$ cat src/rtl/fetch_buffer.sv
// Instruction fetch buffer: issues I-cache word reads for the current PC and queues
// the returned instructions (with PC and fault flag) toward decode.
module fetch_buffer #(
    parameter int          DEPTH       = 2,
    parameter int          IMEM_ADDR_W = 12,
    parameter logic [31:0] NOP_INSTR   = 32'h0000_0013
) (
    input  logic                   ip_clk,
    input  logic                   ip_rst,
    input  logic [31:0]            ip_pc,
    input  logic                   ip_flush,
    input  logic                   ip_decode_ready,
    input  logic [31:0]            ip_imem_rdata,
    output logic                   op_imem_en,
    output logic [IMEM_ADDR_W-1:0] op_imem_addr,
    output logic                   op_stall_pc,
    output logic                   op_valid,
    output logic [31:0]            op_instr,
    output logic [31:0]            op_instr_pc,
    output logic                   op_fault
);

    localparam int AW = $clog2(DEPTH);

    typedef struct packed {
        logic [31:0] pc;
        logic [31:0] instr;
        logic        fault;
    } entry_t;

    entry_t          mem [DEPTH];
    logic [AW:0]     count;
    logic [AW-1:0]   wr_ptr, rd_ptr;
    logic            req_valid;
    logic [31:0]     req_pc;
    logic            req_fault;

    logic            empty, pop, push, issue, in_range, misaligned;
    logic [AW+1:0]   occ;
    entry_t          head;

    always_comb begin
        empty        = (count == '0);
        head         = mem[rd_ptr];
        op_valid     = ~empty & ~ip_flush;
        pop          = op_valid & ip_decode_ready;
        push         = req_valid & ~ip_flush;
        // Occupancy as it will stand after this edge, counting the read in flight.
        occ          = {1'b0, count} + (AW+2)'(req_valid) - (AW+2)'(pop);
        op_stall_pc  = ~ip_rst & ~ip_flush & (occ >= (AW+2)'(DEPTH));
        in_range     = (ip_pc[31:IMEM_ADDR_W+2] == '0);
        misaligned   = (ip_pc[1:0] != 2'b00);
        issue        = ~ip_rst & ~ip_flush & ~op_stall_pc & in_range;
        op_imem_en   = issue & ~misaligned;
        op_imem_addr = ip_pc[IMEM_ADDR_W+1:2];
        op_instr     = empty ? NOP_INSTR : head.instr;
        op_instr_pc  = empty ? 32'h0 : head.pc;
        op_fault     = empty ? 1'b0 : head.fault;
    end

    always_ff @(posedge ip_clk) begin
        if (ip_rst) begin
            count     <= '0;
            wr_ptr    <= '0;
            rd_ptr    <= '0;
            req_valid <= 1'b0;
            req_pc    <= '0;
            req_fault <= 1'b0;
        end else begin
            req_valid <= issue;
            req_pc    <= ip_pc;
            req_fault <= misaligned;
            if (ip_flush) begin
                count  <= '0;
                wr_ptr <= '0;
                rd_ptr <= '0;
            end else begin
                if (push) wr_ptr <= wr_ptr + AW'(1);
                if (pop)  rd_ptr <= rd_ptr + AW'(1);
                count <= count + (AW+1)'(push) - (AW+1)'(pop);
            end
        end
    end

    // I-cache data is only valid in the response cycle, so capture it straight into the slot.
    always_ff @(posedge ip_clk) begin
        if (push)
            mem[wr_ptr] <= '{pc: req_pc, instr: (req_fault ? NOP_INSTR : ip_imem_rdata), fault: req_fault};
    end

endmodule
$ cat config.mk
export PLATFORM = sky130hd
export DESIGN_NAME = fetch_buffer
export DESIGN_NICKNAME = d
export VERILOG_FILES = /design/src/rtl/fetch_buffer.sv
export SDC_FILE = /design/constraint.sdc
export NUM_CORES = 1
export LEC_CHECK = 0
export ABC_AREA = 1
export CAP_MARGIN = 15
export CORE_MARGIN = 2
export CORE_UTILIZATION = 50
export DETAILED_ROUTE_END_ITERATION = 16
export PLACE_DENSITY = 0.79
export SLEW_MARGIN = 20
export SYNTH_ARGS = -nofsm -noshare
export SYNTH_HDL_FRONTEND = slang
export SYNTH_SLANG_ARGS = --single-unit
$ cat constraint.sdc
create_clock -name ip_clk -period 4.4 [get_ports ip_clk]
set_input_delay 0.44 -clock ip_clk [delete_from_list [all_inputs] [get_ports ip_clk]]
set_output_delay 0.44 -clock ip_clk [all_outputs]
set_load 0.05 [all_outputs]
==> impl_metrics.env, run 1 <==
export IMPL_status="finished, final reports clean"
export IMPL_hp_start="req_pc[12]$_SDFF_PP0_"
export IMPL_clk_pin_slew_ns=0.06
export IMPL_numPortBuffers=147
export IMPL_grt_antenna_before_repair=0
export IMPL_start_kind="primary input"
export IMPL_core_area_um2=12700
export IMPL_avgSynthCellArea_um2=11.2
export IMPL_finalSetupTns_ns=0
export IMPL_dp_hpwl_mm=8.39
export IMPL_synth_area_leader_cell="edfxtp_1"
export IMPL_p_clk_share_pct=43.9
export IMPL_layout_nets=790
export IMPL_critPathRequiredTime_ns=3.96
export IMPL_worst_pin_slew_ns=0.943
export IMPL_rows=41
export IMPL_grt_max_degree=66
export IMPL_n_antenna_cell=0
export IMPL_path_class="primary input to output port"
export IMPL_leakagePower_uw=0.00339
export IMPL_ff2ff_path_depth=3
export IMPL_r2r_end="mem[1][64]$_DFFE_PP_"
export IMPL_p_switching_uw=659
export IMPL_slew_headroom_pct=37.0
export IMPL_synthesis_nets=659
export IMPL_h_tree_depth=4
export IMPL_post_drt_wl_per_cell_um=14.9
export IMPL_yosysSeqAreaShare_pct=71.3
export IMPL_final_common_cell="clkdlybuf4s50_1"
export IMPL_area_growth_pct=31.8
export IMPL_path_max_fanout=5
export IMPL_finalSetupViolations=0
export IMPL_reg2reg_from="wr_ptr$_SDFFE_PN0P_"
export IMPL_grt_pass1_vias=4494
export IMPL_die_w_um=119
export IMPL_maxCapViolCount=0
export IMPL_final_max_slew_viol_count=0
export IMPL_peakVddDrop_mv=0.204
export IMPL_grt_use_total_pct=19.6
export IMPL_via_per_inst=4.88
export IMPL_r2r_slack_ns=2.49
export IMPL_cp_top_family="buffers and inverters"
export IMPL_postRouteAntennaNets=0
export IMPL_clockBufferDepth=2
export IMPL_power_frac_seq_pct=51.8
export IMPL_drcViolationCount=0
export IMPL_post_cts_buffers=0
export IMPL_grt_pass1_wl_mm=21.5
export IMPL_syn_area_um2=6570
export IMPL_layoutNonFillerInstCount=905
export IMPL_intPower_uw=2710
export IMPL_die_area_um2=14100
export IMPL_critPathBufInv=3
export IMPL_wl_met3_um=892
export IMPL_dr_pass1_iters=4
export IMPL_crit_chain="clkdlybuf4s50_1 -> inv_2 -> nand2_4 -> nand4_4 -> nand2_1 -> nand2_1 -> fa_1 -> nand2_1 -> nor2_1 -> nand3_1 -> nor2_1 -> clkdlybuf4s50_1"
export IMPL_cts_tree="done"
export IMPL_hold_buffers=0
export IMPL_wl_met2_mm=6.73
export IMPL_slowest_delay_ns=0.81
export IMPL_clock_fmax_mhz=275
export IMPL_num_io_pins=148
export IMPL_min_period_ns=3.64
export IMPL_synth_area_leaders="edfxtp_1 59%, dfxtp_1 12%, nand2_1 8.0%, a21oi_1 4.8%, nor2_1 4.7%"
export IMPL_hold_violations=0
export IMPL_clock_skew_ns=0.00935
export IMPL_synth_cell_types=25
export IMPL_cpMostUsedCell="nand2_1"
export IMPL_grt_setup_unrepaired="no"
export IMPL_drive_above_1_share_pct=6.82
export IMPL_ys_ff_latch=169
export IMPL_pwr_share_comb_pct=4.2
export IMPL_finalWeightedCongestion=0.733
export IMPL_drt_initial_drc_count=402
export IMPL_crit_path_end_kind="output port"
export IMPL_nFillCells=972
export IMPL_crit_slowest_cell="clkdlybuf4s50_1"
export IMPL_fin_crit_sh_pct=82.6
export IMPL_synth_top_area_share_pct=59.4
export IMPL_syn_inst=589
export IMPL_numCtsBuffers=17
export IMPL_hold_class="register to register"
export IMPL_final_cell_mix="147 x clkdlybuf4s50_1, 140 x nand2_1, 130 x edfxtp_1, 81 x nor2_1, 69 x inv_1"
export IMPL_clock_sinks=169
export IMPL_min_to="mem[0][45]$_DFFE_PP_"
export IMPL_startpoint="ip_flush"
export IMPL_clockRootBuffer="clkbuf_16"
export IMPL_crit_arrival_ns=3.20
export IMPL_drt_met1_wl_mm=5.70
export IMPL_dp_cells=873
export IMPL_cts_resized=0
export IMPL_clock_latency_ns=0.41
export IMPL_worstHoldPathCells=0
export IMPL_postRouteWirelength_mm=13.5
export IMPL_dr_total_vias=4419
export IMPL_swShare_pct=19.5
export IMPL_highest_layer="met4"
export IMPL_p_per_area_nw_per_um2=389
export IMPL_die_h_um=119
export IMPL_yosysWarnings=0
export IMPL_initial_core_util_pct=51.7
export IMPL_grt_overflow_total=0
[sequential cells by signal, summed over array words and instances (netlist names), named ones only]
signal and cells:
req_fault 1, req_pc 32, count 2, req_valid 1
wr_ptr 1, mem 130, rd_ptr 1
[layer usage]
metal  vias up  GRT usage [%]
met2       153           33.8
met4         0           5.51
met5         -              0
li1       2158              -
met1      2098           23.8
met3        10           5.98
[kinds of logic (layout without fill, tap and decap cells)]
family | Yosys count | after routing | share of synthesized area (%)
and+or+nand+nor | 240 | 240 | 14.7
AOI/OAI and AO/OA | 64 | 64 | 4.87
xor gates and xnor gates | 2 | 2 | 0.267
adders and majority gates | 2 | 2 | 0.495
DFF | 169 | 169 | 71.3
buffers and inverters | 112 | 256 | 8.36
[worst max path at each step]
stage	to	cells after the start
after floorplan	mem[1][0]$_DFFE_PP_	3
after global routing	op_instr_pc[21]	5
after global placement	op_imem_en	12
after detailed placement	op_imem_en	12
after CTS	op_imem_en	12
final	op_imem_en	12
[final cells by class]
type                    count  area (um2)  area share [%]
inverters                  73         277            3.19
repair buffers            151        1530            17.6
clock inverters             9         111            1.29
clock buffers              23         489            5.65
well taps                 172         215            2.49
flip-flops and latches    169        4690            54.1
multi-input cells         308        1350            15.6
[cell usage after synthesis (all sizes together)]
| cell | instances |
|---|---|
| nand2 | 143 |
| edfxtp | 130 |
| nor2 | 84 |
| inv | 73 |
| a21oi | 63 |
| dfxtp | 39 |
| buf | 36 |
| nand3 | 8 |
| clkbuf | 3 |
| or2 | 3 |
| fa | 1 |
| ha | 1 |
| nand4 | 1 |
| nor3 | 1 |
| o21ai | 1 |
| xnor2 | 1 |
| xor2 | 1 |
[power by group through the flow]
| stage | registers (uW) | logic (uW) | clock network [uW] |
|---|---|---|---|
| final | 1750 | 143 | 1480 |
| after CTS | 1750 | 144 | 1500 |
| after floorplan | 1770 | 69.5 | 0 |
| after detailed placement | 1780 | 143 | 0 |
| after global placement | 1780 | 139 | 0 |
| after global routing | 1750 | 155 | 1580 |
[metrics by stage]
step	utilization, %	hold slack, ns	instance area [um2]	total power (uW)	setup WS, ns
2_1_floorplan	-	0.404	6570	1840	0.546
3_3_place_gp	63.3	0.404	8050	1920	0.823
3_5_place_dp	63.3	0.411	8060	1920	0.772
4_1_cts	68.0	0.427	8660	3390	0.757
5_1_grt	68.1	0.436	8660	3480	0.575
6_report	68.1	0.429	8660	3370	0.765
No activity file was read; power rests on OpenSTA's default activity.
==> run 2, diff against run 1 <==
Clock period 4.4 ns to 3.75 ns, I/O delays scaled along.
==> impl_metrics.env, run 2 (synthesis gave the netlist of run 1 again) <==
export IMPL_clock_fmax_mhz=292
export IMPL_die_area_um2=14100
export IMPL_h_tree_depth=4
export IMPL_grt_use_total_pct=20.0
export IMPL_min_period_ns=3.43
export IMPL_post_drt_wl_per_cell_um=15.3
export IMPL_maxCapViolCount=0
export IMPL_grt_pass1_vias=4447
export IMPL_drcViolationCount=0
export IMPL_grt_overflow_total=0
export IMPL_slew_headroom_pct=43.4
export IMPL_clockRootBuffer="clkbuf_16"
export IMPL_via_per_inst=4.87
export IMPL_worstHoldPathCells=0
export IMPL_hold_class="register to register"
export IMPL_postRouteWirelength_mm=13.9
export IMPL_clockBufferDepth=2
export IMPL_grt_antenna_before_repair=0
export IMPL_final_cell_mix="146 x clkdlybuf4s50_1, 140 x nand2_1, 130 x edfxtp_1, 81 x nor2_1, 69 x inv_1"
export IMPL_hold_buffers=0
export IMPL_start_kind="primary input"
export IMPL_layout_setup_ws_ns=0.325
export IMPL_peakVddDrop_mv=0.299
export IMPL_final_common_cell="clkdlybuf4s50_1"
export IMPL_clock_sinks=169
export IMPL_postRouteAntennaNets=0
export IMPL_numCtsBuffers=17
export IMPL_dp_hpwl_mm=8.59
export IMPL_path_class="primary input to output port"
export IMPL_core_area_um2=12700
export IMPL_reg_largest_list="mem: 130 flops, req_pc: 32 flops, count: 2 flops"
export IMPL_post_cts_buffers=0
export IMPL_multi_input_area_um2=1350
export IMPL_crit_path_end_kind="output port"
export IMPL_area_growth_pct=32.1
export IMPL_dr_pass1_iters=5
export IMPL_regArea_um2=4690
export IMPL_drive_above_1_share_pct=7.74
export IMPL_die_w_um=119
export IMPL_layout_nets=793
export IMPL_clock_latency_ns=0.42
export IMPL_leakagePower_uw=0.00341
export IMPL_n_antenna_cell=0
export IMPL_numPortBuffers=147
export IMPL_grt_max_degree=66
export IMPL_finalSetupTns_ns=0
export IMPL_initial_core_util_pct=51.7
export IMPL_cts_tree="done"
export IMPL_rows=41
export IMPL_clk_pin_slew_ns=0.06
export IMPL_p_per_area_nw_per_um2=456
export IMPL_path_max_fanout=5
export IMPL_worst_pin_slew_ns=0.848
export IMPL_crit_arrival_ns=3.05
export IMPL_ff2ff_path_depth=10
export IMPL_dr_total_vias=4426
export IMPL_final_max_slew_viol_count=0
export IMPL_regMostFlops="mem"
export IMPL_die_h_um=119
export IMPL_finalSetupViolations=0
export IMPL_nFillCells=960
export IMPL_finalWeightedCongestion=0.733
export IMPL_status="finished, final reports clean"
export IMPL_critPathRequiredTime_ns=3.38
export IMPL_clock_skew_ns=0.00843
export IMPL_grt_pass1_wl_mm=21.8
export IMPL_hold_violations=0
export IMPL_grt_setup_unrepaired="no"
export IMPL_num_io_pins=148
export IMPL_place_ws_ns=0.329
export IMPL_cts_resized=0
export IMPL_fin_crit_sh_pct=91.3
export IMPL_drt_initial_drc_count=378
export IMPL_largest_reg_flops=130
[run 2: cell types whose count changed in the layout (fill, tap and decap cells not counted)]
cell / delta
inv_6: +1
clkinv_2: -2
inv_2: +2
clkbuf_8: +1
clkinv_4: +2
clkbuf_16: -1
clkdlybuf4s50_1: -1
buf_4: +4
clkbuf_1: -3
[run 2: final timing paths]
path	from	end	slack [ns]
worst max-delay path	ip_flush	op_stall_pc	0.32
worst min-delay path	req_pc[27]$_SDFF_PP0_	mem[0][60]$_DFFE_PP_	0.43
worst max register to register	count[1]$_SDFF_PN0_	req_valid$_SDFF_PP0_	1.94
worst min register to register	req_pc[27]$_SDFF_PP0_	mem[0][60]$_DFFE_PP_	0.43
[run 2: power breakdown]
part           leakage, uW  switching (uW)  total (uW)  internal [uW]
Sequential         0.00148            16.1        2050           2030
Combinational      0.00163            79.7         168           88.7
Clock             0.000298             701        1740           1040
Total              0.00341             797        3960           3160
[run 2: stage by stage]
stage	cell area, um2	util, %	total power, uW	hold WS, ns	std cells
after floorplan	6580	-	2160	0.404	589
after global placement	8070	63.5	2250	0.405	876
after detailed placement	8080	63.5	2260	0.410	876
after CTS	8680	68.2	3990	0.426	908
after global routing	8680	68.2	4090	0.436	908
final	8680	68.2	3960	0.429	908
[run 2: metal layers]
layer / wire length [um] / vias up / GRT usage (%)
met2: 6900 / 192 / 33.6
met5: 0 / - / 0
met4: 94 / 0 / 6.03
met3: 1050 / 7 / 6.23
met1: 5810 / 2058 / 25.0
li1: - / 2169 / -
[run 2: layout make-up]
cell class	instances	share of cell area (%)
Sequential cell	169	54.0
Timing Repair Buffer	154	17.8
Multi-Input combinational cell	308	15.6
Clock buffer	20	5.38
Inverter	73	3.16
Tap cell	172	2.48
Clock inverter	12	1.59
[run 2: worst max-delay path: stages]
cell and delay, ns:
clkdlybuf4s50_1 0.59, inv_2 0.12, nand2_4 0.13, nand4_4 0.13
nand2_1 0.08, nand2_1 0.06, fa_1 0.41, nor2_1 0.17
o21ai_0 0.12, inv_1 0.07, clkdlybuf4s50_1 0.79
==> run 3, diff against run 2 <==
Settings changed: SLEW_MARGIN 20 to default, TNS_END_PERCENT from default to 20.
==> impl_metrics.env, run 3 (synthesis gave the netlist of run 1 again) <==
export IMPL_status="finished, final reports clean"
export IMPL_finalWeightedCongestion=0.823
export IMPL_leakagePower_uw=0.00338
export IMPL_grt_pass1_vias=4483
export IMPL_hold_buffers=0
export IMPL_path_class="primary input to output port"
export IMPL_path_max_fanout=5
export IMPL_layout_nets=794
export IMPL_drt_initial_drc_count=342
export IMPL_regMostFlops="mem"
export IMPL_crit_chain="clkdlybuf4s50_1 -> inv_2 -> nand2_4 -> nand4_4 -> nand2_1 -> nand2_1 -> fa_1 -> nor2_1 -> o21ai_0 -> inv_1 -> clkdlybuf4s50_1"
export IMPL_dp_hpwl_mm=8.49
export IMPL_finalSetupViolations=0
export IMPL_grt_pass1_wl_mm=21.8
export IMPL_worst_pin_slew_ns=0.902
export IMPL_critPathBufInv=4
export IMPL_start_kind="primary input"
export IMPL_maxCapViolCount=0
export IMPL_clk_pin_slew_ns=0.06
export IMPL_fin_crit_sh_pct=87.9
export IMPL_num_io_pins=148
export IMPL_clock_skew_ns=0.00966
export IMPL_rows=41
export IMPL_min_period_ns=3.30
export IMPL_grt_antenna_before_repair=0
export IMPL_final_core_util_pct=67.9
export IMPL_clock_fmax_mhz=303
export IMPL_cts_resized=0
export IMPL_die_h_um=119
export IMPL_drive_above_1_share_pct=7.46
export IMPL_cts_tree="done"
export IMPL_peakVddDrop_mv=0.285
export IMPL_p_per_area_nw_per_um2=447
export IMPL_slew_headroom_pct=39.8
export IMPL_final_max_slew_viol_count=0
export IMPL_numCtsBuffers=17
export IMPL_grt_use_total_pct=20.1
export IMPL_largest_reg_flops=130
export IMPL_initial_core_util_pct=51.7
export IMPL_hold_class="register to register"
export IMPL_drcViolationCount=0
export IMPL_critPathRequiredTime_ns=3.38
export IMPL_die_area_um2=14100
export IMPL_clockBufferDepth=2
export IMPL_clock_latency_ns=0.41
export IMPL_postRouteWirelength_mm=13.6
export IMPL_via_per_inst=4.87
export IMPL_power_uw=3860
export IMPL_final_area_um2=8630
export IMPL_post_drt_wl_per_cell_um=15.0
export IMPL_cp_top_family="buffers and inverters"
export IMPL_clockRootBuffer="clkbuf_16"
export IMPL_grt_max_degree=67
export IMPL_post_dp_cell_area_um2=8050
export IMPL_crit_slowest_cell="clkdlybuf4s50_1"
export IMPL_dr_pass1_iters=4
export IMPL_layout_setup_ws_ns=0.453
export IMPL_final_cell_mix="146 x clkdlybuf4s50_1, 140 x nand2_1, 130 x edfxtp_1, 81 x nor2_1, 69 x inv_1"
export IMPL_die_w_um=119
export IMPL_postRouteAntennaNets=0
export IMPL_area_growth_pct=31.4
export IMPL_post_cts_buffers=0
export IMPL_numPortBuffers=147
export IMPL_reg_largest_list="mem: 130 flops, req_pc: 32 flops, count: 2 flops"
export IMPL_n_antenna_cell=0
export IMPL_core_area_um2=12700
export IMPL_dr_total_vias=4430
export IMPL_crit_arrival_ns=2.92
export IMPL_final_common_cell="clkdlybuf4s50_1"
export IMPL_crit_path_end_kind="output port"
export IMPL_place_ws_ns=0.474
export IMPL_h_tree_depth=4
export IMPL_grt_setup_unrepaired="no"
export IMPL_clock_sinks=169
export IMPL_grt_overflow_total=0
export IMPL_slowest_delay_ns=0.79
export IMPL_nFillCells=992
export IMPL_hold_violations=0
run 3: cell count changes in the layout (fill, tap and decap cells not counted), moves of 2 or more:
cell / previous run / this run
clkbuf_8: 3 / 0
clkinv_4: 4 / 1
buf_12: 2 / 0
buf_4: 6 / 8
clkinv_1: 0 / 2
clkinv_2: 1 / 3
clkinvlp_4: 1 / 3
inv_4: 2 / 0
inv_6: 2 / 4
run 3: final timing paths:
kind,startpoint,end,slack (ns),cells past startpoint
worst max-delay path,ip_flush,op_stall_pc,0.45,11
worst min-delay path,req_pc[3]$_SDFF_PP0_,mem[1][36]$_DFFE_PP_,0.43,0
worst max register to register,count[1]$_SDFF_PN0_,req_valid$_SDFF_PP0_,1.98,10
worst min register to register,req_pc[3]$_SDFF_PP0_,mem[1][36]$_DFFE_PP_,0.43,0
run 3: cell type report:
cell class | instances | area (um2) | area share (%)
sequential | 169 | 4690 | 54.3
timing repair buffer | 155 | 1540 | 17.8
multi-input combinational | 308 | 1350 | 15.7
clock buffer | 18 | 450 | 5.22
inverter | 73 | 274 | 3.17
tap | 172 | 215 | 2.49
clock inverter | 14 | 119 | 1.38
run 3: power by group:
group	total, uW	switching, uW	internal, uW	leakage (uW)
Clock	1640	689	954	0.000273
Combinational	174	83.3	90.4	0.00163
Sequential	2050	12.0	2030	0.00148
Total	3860	784	3080	0.00338
run 3: routing by layer:
metal / global-route usage, % / part of all wire, % / up-vias
met3: 5.74 / 7.1 / 14
met5: 0 / 0 / -
met4: 6.03 / 0.96 / 0
met1: 24.9 / 42 / 2092
met2: 34.2 / 49 / 161
li1: - / - / 2163
run 3: stage by stage:
step / std cells / hold slack [ns] / setup TNS, ns
2_1_floorplan: 589 / 0.404 / -0.755
3_3_place_gp: 876 / 0.404 / 0
3_5_place_dp: 876 / 0.410 / 0
4_1_cts: 908 / 0.426 / 0
5_1_grt: 909 / 0.430 / 0
6_report: 909 / 0.427 / 0
